### src/rtl/sum_accumulator.sv
// Frame accumulator: sums COUNT adder results and presents each total over a valid/ready handshake.
// Define SUM_ACCUMULATOR_SATURATE_EN to clamp the accumulator on overflow instead of wrapping.
module sum_accumulator #(
  parameter int DATA_W = 4,
  parameter int ACC_W  = 6,
  parameter int COUNT  = 4
) (
  input  logic              clk,
  input  logic              rst_n,
  input  logic              clear,
  input  logic              in_valid,
  input  logic [DATA_W-1:0] in_data,
  output logic              in_ready,
  output logic              out_valid,
  output logic [ACC_W-1:0]  out_sum,
  output logic              out_ovf,
  input  logic              out_ready,
  output logic              busy
);

  typedef enum logic [1:0] {
    IDLE  = 2'd0,
    ACCUM = 2'd1,
    HOLD  = 2'd2
  } state_e;

  localparam logic [7:0] LAST_CNT = 8'(COUNT - 1);

  state_e             state_q, state_d;
  logic [ACC_W-1:0]   acc_q, acc_d;
  logic [7:0]         cnt_q, cnt_d;
  logic               ovf_q, ovf_d;
  logic               outValid_q, outValid_d;
  logic [ACC_W-1:0]   outSum_q, outSum_d;
  logic               outOvf_q, outOvf_d;

  logic               accept;
  logic               inIdle;
  logic [ACC_W-1:0]   accBase;
  logic [7:0]         cntBase;
  logic [ACC_W:0]     sumWide;
  logic               carry;
  logic               ovfNext;
  logic [ACC_W-1:0]   accNext;
  logic               lastSample;

  assign in_ready  = (state_q != HOLD) && !clear && rst_n;
  assign accept    = in_valid && in_ready;
  assign busy      = (state_q == ACCUM) || (state_q == HOLD);
  assign out_valid = outValid_q;
  assign out_sum   = outSum_q;
  assign out_ovf   = outOvf_q;

  // A sample taken in IDLE starts a fresh frame, so the datapath sees a zero partial sum there.
  assign inIdle  = (state_q == IDLE);
  assign accBase = inIdle ? '0 : acc_q;
  assign cntBase = inIdle ? 8'd0 : cnt_q;
  assign sumWide = {1'b0, accBase} + (ACC_W+1)'(in_data);
  assign carry   = sumWide[ACC_W];
  assign ovfNext = (inIdle ? 1'b0 : ovf_q) | carry;

`ifdef SUM_ACCUMULATOR_SATURATE_EN
  assign accNext = ovfNext ? '1 : sumWide[ACC_W-1:0];
`else
  assign accNext = sumWide[ACC_W-1:0];
`endif

  assign lastSample = (inIdle && (COUNT == 1)) ||
                      ((state_q == ACCUM) && (cnt_q == LAST_CNT));

  always_comb begin
    state_d    = state_q;
    acc_d      = acc_q;
    cnt_d      = cnt_q;
    ovf_d      = ovf_q;
    outValid_d = outValid_q;
    outSum_d   = outSum_q;
    outOvf_d   = outOvf_q;

    if (clear) begin
      state_d    = IDLE;
      acc_d      = '0;
      cnt_d      = 8'd0;
      ovf_d      = 1'b0;
      outValid_d = 1'b0;
    end else begin
      case (state_q)
        IDLE, ACCUM: begin
          if (accept) begin
            acc_d = accNext;
            cnt_d = cntBase + 8'd1;
            ovf_d = ovfNext;
            if (lastSample) begin
              state_d    = HOLD;
              outSum_d   = accNext;
              outOvf_d   = ovfNext;
              outValid_d = 1'b1;
            end else begin
              state_d = ACCUM;
            end
          end
        end
        HOLD: begin
          if (out_ready) begin
            state_d    = IDLE;
            outValid_d = 1'b0;
            acc_d      = '0;
            cnt_d      = 8'd0;
            ovf_d      = 1'b0;
          end
        end
        default: begin
          state_d = IDLE;
        end
      endcase
    end
  end

  always_ff @(posedge clk or negedge rst_n) begin
    if (!rst_n) begin
      state_q    <= IDLE;
      acc_q      <= '0;
      cnt_q      <= 8'd0;
      ovf_q      <= 1'b0;
      outValid_q <= 1'b0;
      outSum_q   <= '0;
      outOvf_q   <= 1'b0;
    end else begin
      state_q    <= state_d;
      acc_q      <= acc_d;
      cnt_q      <= cnt_d;
      ovf_q      <= ovf_d;
      outValid_q <= outValid_d;
      outSum_q   <= outSum_d;
      outOvf_q   <= outOvf_d;
    end
  end

endmodule
### config.mk
export PLATFORM = sky130hd
export DESIGN_NAME = sum_accumulator
export DESIGN_NICKNAME = d
export VERILOG_FILES = /design/src/rtl/sum_accumulator.sv
export SDC_FILE = /design/constraint.sdc
export NUM_CORES = 1
export LEC_CHECK = 0
export BUFFER_PORTS_ARGS = -buffer_cell sky130_fd_sc_hd__buf_4
export CORE_ASPECT_RATIO = 0.8
export CORE_UTILIZATION = 30
export DETAILED_ROUTE_END_ITERATION = 10
export GPL_TIMING_DRIVEN = 0
export MAX_ROUTING_LAYER = met4
export SYNTH_ARGS = -nofsm -noshare
export SYNTH_HDL_FRONTEND = slang
export SYNTH_SLANG_ARGS = --single-unit
export TNS_END_PERCENT = 10
### constraint.sdc
create_clock -name clk -period 2.5 [get_ports clk]
set_input_delay 0.125 -clock clk [delete_from_list [all_inputs] [get_ports clk]]
set_output_delay 0.125 -clock clk [all_outputs]
set_load 0.01 [all_outputs]
After elaboration in Yosys (flattened, before gate mapping)

Cells that the tools add are included.
W data, S select, Z words.

$add $sub $neg: 2
$mul: 0
Divide/modulo/power cells: 0
Magnitude comparators: 0
Equal/unequal tests: 7
Shift-type cells: 0
Muxes and demuxes: 24
Bitwise gates (word level): 2
Reduce and logical (&&, ||, !) cells: 13

Operators by type and width:

| kind                  | count |
|---|---|
| $mux W8               | 4 |
| $mux W6               | 4 |
| $pmux W8 S2           | 1 |
| $pmux W6 S2           | 1 |
| $ne A3 B3 Y1 const B  | 3 |
| $add A8 B1 Y8 const B | 1 |
| $eq A8 B2 Y1 const B  | 1 |
| $mux W2               | 4 |
| $reduce_and A4 Y1     | 2 |
| $add A6 B4 Y7         | 1 |
| $mux W1               | 7 |
| $logic_and A1 B1 Y1   | 4 |
| $pmux W1 S2           | 2 |
| $pmux W2 S2           | 1 |
| $reduce_and A3 Y1     | 1 |
| $reduce_bool A3 Y1    | 1 |
| $eq A2 B1 Y1 const B  | 1 |
| $eq A2 B2 Y1 const B  | 1 |
| $logic_not A2 Y1      | 1 |
| $ne A2 B2 Y1 const B  | 1 |
| $reduce_and A2 Y1     | 1 |
| $reduce_or A2 Y1      | 1 |
| $logic_not A1 Y1      | 1 |
| $logic_or A1 B1 Y1    | 1 |
| other kinds (2)       | 2 |

Register bits after elaboration: 25
Latch bits: 0
RAM bits: 0
Bits in read-only memories: 0
Bits of input ports: 9
Logic and storage cells: 55
Memories: 0

Logic depth before layout (Yosys ltp)

Depth in word-level cells: 7
Mapped depth: 13

Worst setup path before layout

Ideal clock, no wire load.

Kind: register -> register
Start point: register state_q[0]
End point: register outOvf_q, in the netlist out_ovf
Library setup time: 95 ps
Arrival: 2227 ps
Data required time: 2405 ps
Slack: 177 ps
Stages on the path, launching flop included: 14
Cell sequence: dfrtp_1 -> inv_1 -> ha_1 -> buf_6 -> buf_4 -> nor2b_1 -> ha_1 -> inv_1 -> fa_1 -> nor2b_1 -> o21ai_0 -> nand2b_1 -> a31oi_1 -> o31ai_1

Longest elaborated chain between the ends: 5
Elaborated cells on any way between the ends: 13
Those cells by class: 1 x add/sub; 2 x eq/ne; 2 x mux; 1 x bitwise; 7 x reduce/logical

RTL lines:

| what                                                                  | line | source |
|---|---|---|
| start: declaration                                                    | 29   | `state_e state_q, state_d;` |
| start signal: assignment                                              | 129  | `state_q <= state_d;` |
| parallel branches: the longest is 5 deep, another holds $add A6 B4 Y7 | -    |  |
| end signal: assignment                                                | 135  | `outOvf_q <= outOvf_d;` |
| end: declaration                                                      | 35   | `logic outOvf_q, outOvf_d;` |

Parallel ways; which one is timed is not known.
A chain may end at the register's enable or synchronous reset.

Worst setup path after layout

Ends and elaborated chain as after synthesis.

==> metrics list <==
* Run status: completed
* Most common cell after layout, fill and taps aside: dfrtp_1
- Peak Freq: 0.430 GHz
- The synthesized design contains 25 register bits.
- For this block, the initial DRC count from the detailed router was 89.
- Synth async-reset ratio: 1.00
* Placement row count: 22
- Compared with the post-synthesis result, the final layout area differs by 21.4%.
* Area of the die: 0.00537 mm²
- Largest net degree at the start of global routing: 28
- Global routing finished with a remaining overflow of 0.
- Fillcell total: 499
- Transition time at the pin with the least slew margin: 0.518 ns
- Io pins: 19
- In this run the remaining antenna-violating nets after routing total 0.
* Largest driver fanout on the critical path: 19
- Reg area: 626 µm²
- Critical path data arrival time: 2.50 ns
- Global-route wire length before repair: 5.33 mm
- Height of the die: 65.7 µm
- Buffers placed on the I/O ports in this run total 17.
- In this run the number of H-tree levels came out at 1.
- Most frequent cells in the layout: dfrtp_1, buf_4, nand2_1
- Number of remaining DRC errors: 0
- Diodes inserted: 0
* Post-synth cell types: 40
* Total area of multi-input combinational cells: 813 µm²
- The number of cells on the worst reg-to-reg path is 12.
- The final count of pins violating max slew is 0.
* Hold/Removal Path Class: in2reg
* Clk slew on worst S/H paths: 0.09 ns
- For the worst-skew pair, the clock arrives at the later sink with an insertion delay of 0.27 ns.
- In this run the register-to-register setup slack is 0.18 ns.
* Setup repair after global routing missed its margin: false
- Each instance of the synthesized netlist takes up on average 9.95 µm².
* Max-cap violation count: 0
* Count of final setup violators: 0
* Required @ worst endpoint: 2.68 ns
- Number of enable-type register cells in the synthesized netlist: 0
- Of the cells placed in the final design, the portion with a size suffix greater than 1 is 0.272.
* Number of buffers inserted during clock tree synthesis: 3
- Areal power density over the cells: 412 mW/mm²
- R2r startpoint: state_q[0]
- Reg-to-reg endpoint: out_ovf
- The HPWL after detailed placement is 2.34 mm.
* Portion of the clock cycle consumed by the worst path in the final layout: 0.929
- For this run, the post-layout net count is ~200.
- The number of global-route vias before repair was 1073.
- For this configuration, the core starts out at a cell density of 0.322.
- After layout, the design draws a total of 762 µW.
- The startpoint identified for the worst hold timing path is clear.
- Clock skew on the completed layout was measured at 0.00304 ns.
* Leakage Power: 0.000819 µW
* Buffer depth of the longest clock path: 2
- Min cycle time layout: 2.32 ns
- The worst hold path terminates at out_valid.
- TritonCTS built the clock tree.
* Root Buffer: clkbuf_8
- Synthesized instance count: approximately 150
- Worst Setup Start Kind: flip-flop
* Count of TritonRoute iterations in the first routing pass: 4
- Nature of the critical path endpoint: flip-flop
- After detailed routing, the number of vias per cell comes to 4.84.
* Average routed wire per standard cell: 13.2 µm
- The floorplan step defined a core boundary enclosing 0.00473 mm².
- IR analysis of the VDD net gives a maximum drop of 0.275 mV.
* Share of the yosys chip area belonging to registers: 0.411
- DR vias: 1161
- Counting every sink on the clock net gives 25.
* Syn nets: 171
* Die W: about 80 µm
* Weighted congestion at the end of routability-driven global placement: 0.802
- Summing every instance area after synthesis gives 0.00152 mm².
- Setup Crit Path Kind: reg2reg
- The worst hold path passes through 2 cells.
- Final hold vios: 0
- The number of antenna violations at the first check in global routing was 0.
- Final sum of negative setup slack: 0 ns
* Total global-route track usage: 0.137
* Synth warn: 0
- Synth Flop Type: dfrtp_1
- Headroom to the max-slew limit came out at 0.651.
- Total routed wirelength: around 3.2 mm
-- registers in the layout, summed over array words and instances, names as in the netlist --
signal / flops
state_q: 2
out_sum: 6
out_valid: 1
ovf_q: 1
cnt_q: 8
acc_q: 6
out_ovf: 1
-- cells by family (layout without fill, tap and decap cells) --
group | count (synthesis) | in the layout | share of synthesized area
adders and majority gates | 9 | 9 | 0.0789
muxes | 4 | 4 | 0.0288
buffers and inverters | 15 | 42 | 0.0690
AOI/OAI and AO/OA | 36 | 36 | 0.146
and+or+nand+nor | 57 | 57 | 0.226
xor gates and xnor gates | 7 | 7 | 0.0403
DFF | 25 | 25 | 0.411
-- worst max-delay path, stage by stage (launching register included) --
cell and delay (ns):
dfrtp_1 0.36, inv_1 0.07, ha_2 0.21, buf_12 0.15
nor2b_4 0.10, ha_2 0.18, inv_1 0.06, fa_2 0.38
nor2b_1 0.11, o21ai_1 0.07, nand2b_1 0.19, a31oi_2 0.14
o31ai_1 0.21
-- power by group --
part	switching, µW	internal [µW]
combinational	51.6	45.5
clock	133	114
sequential	5.55	412
-- repair_timing --
item | 4_1_cts | 5_1_grt
hold endpoints to repair | 25 | 0
hold buffers | 1 | 0
endpoints found under the setup margin | 4 | 3
pin swaps | 3 | 3
resized for setup | 4 | 5
setup buffers | 4 | 2
cloned | 0 | 0
-- cell usage after synthesis, types with 2 or more instances --
| library cell | n | area, µm² |
|---|---|---|
| buf_6 | 4 | 45.0 |
| o21ai_2 | 3 | 26.3 |
| mux2_2 | 3 | 33.8 |
| and3_1 | 2 | 12.5 |
| nand3_1 | 5 | 25.0 |
| xnor2_1 | 5 | 43.8 |
| nor4_1 | 2 | 12.5 |
| ha_1 | 8 | 100 |
| a21oi_1 | 2 | 10.0 |
| dfrtp_1 | 25 | 626 |
| a22o_1 | 2 | 17.5 |
| nand2b_1 | 2 | 12.5 |
| nor2b_1 | 7 | 43.8 |
| xor2_1 | 2 | 17.5 |
| nor2_1 | 6 | 22.5 |
| o21ai_0 | 19 | 95.1 |
| a31oi_1 | 2 | 12.5 |
| nand4b_1 | 2 | 17.5 |
| nand2_1 | 20 | 75.1 |
| o31ai_1 | 4 | 30.0 |
| inv_1 | 8 | 30.0 |
| buf_4 | 2 | 15.0 |
-- final cells by class --
type	count	area share
sequential	25	0.339
inverter	8	0.0162
multi-input combinational	113	0.440
buffer	6	0.0413
clock buffer	4	0.0244
timing repair buffer	24	0.0988
tap	60	0.0406
-- worst max path at each step --
| stage | from | to | cells past startpoint |
|---|---|---|---|
| floorplan | state_q[0] | out_ovf | 13 |
| global placement | state_q[0] | out_ovf | 13 |
| detailed placement | state_q[0] | out_ovf | 13 |
| CTS | state_q[0] | out_ovf | 12 |
| global route | state_q[0] | out_sum[4] | 13 |
| finish | state_q[0] | out_ovf | 12 |
-- per-layer routing --
metal,vias to the layer above,GRT usage,wire length [µm]
met2,19,0.206,1440
met4,0,0.0197,20
li1,590,-,-
met1,550,0.190,1610
met3,2,0.0333,103
met5,-,-,0
-- metrics by stage --
| stage | setup slack (ns) | std cells | hold WS, ns | cell area [µm²] | util |
|---|---|---|---|---|---|
| after floorplan | 0.177 | 153 | -0.171 | 1520 | - |
| after global placement | -0.106 | 230 | 0.0644 | 1730 | 0.364 |
| after detailed placement | -0.184 | 230 | 0.0674 | 1730 | 0.364 |
| after CTS | 0.136 | 238 | 0.0490 | 1820 | 0.384 |
| after global routing | 0.0159 | 240 | 0.0480 | 1850 | 0.390 |
| final | 0.177 | 240 | 0.0526 | 1850 | 0.390 |
No activity file was read; power rests on OpenSTA's default activity.
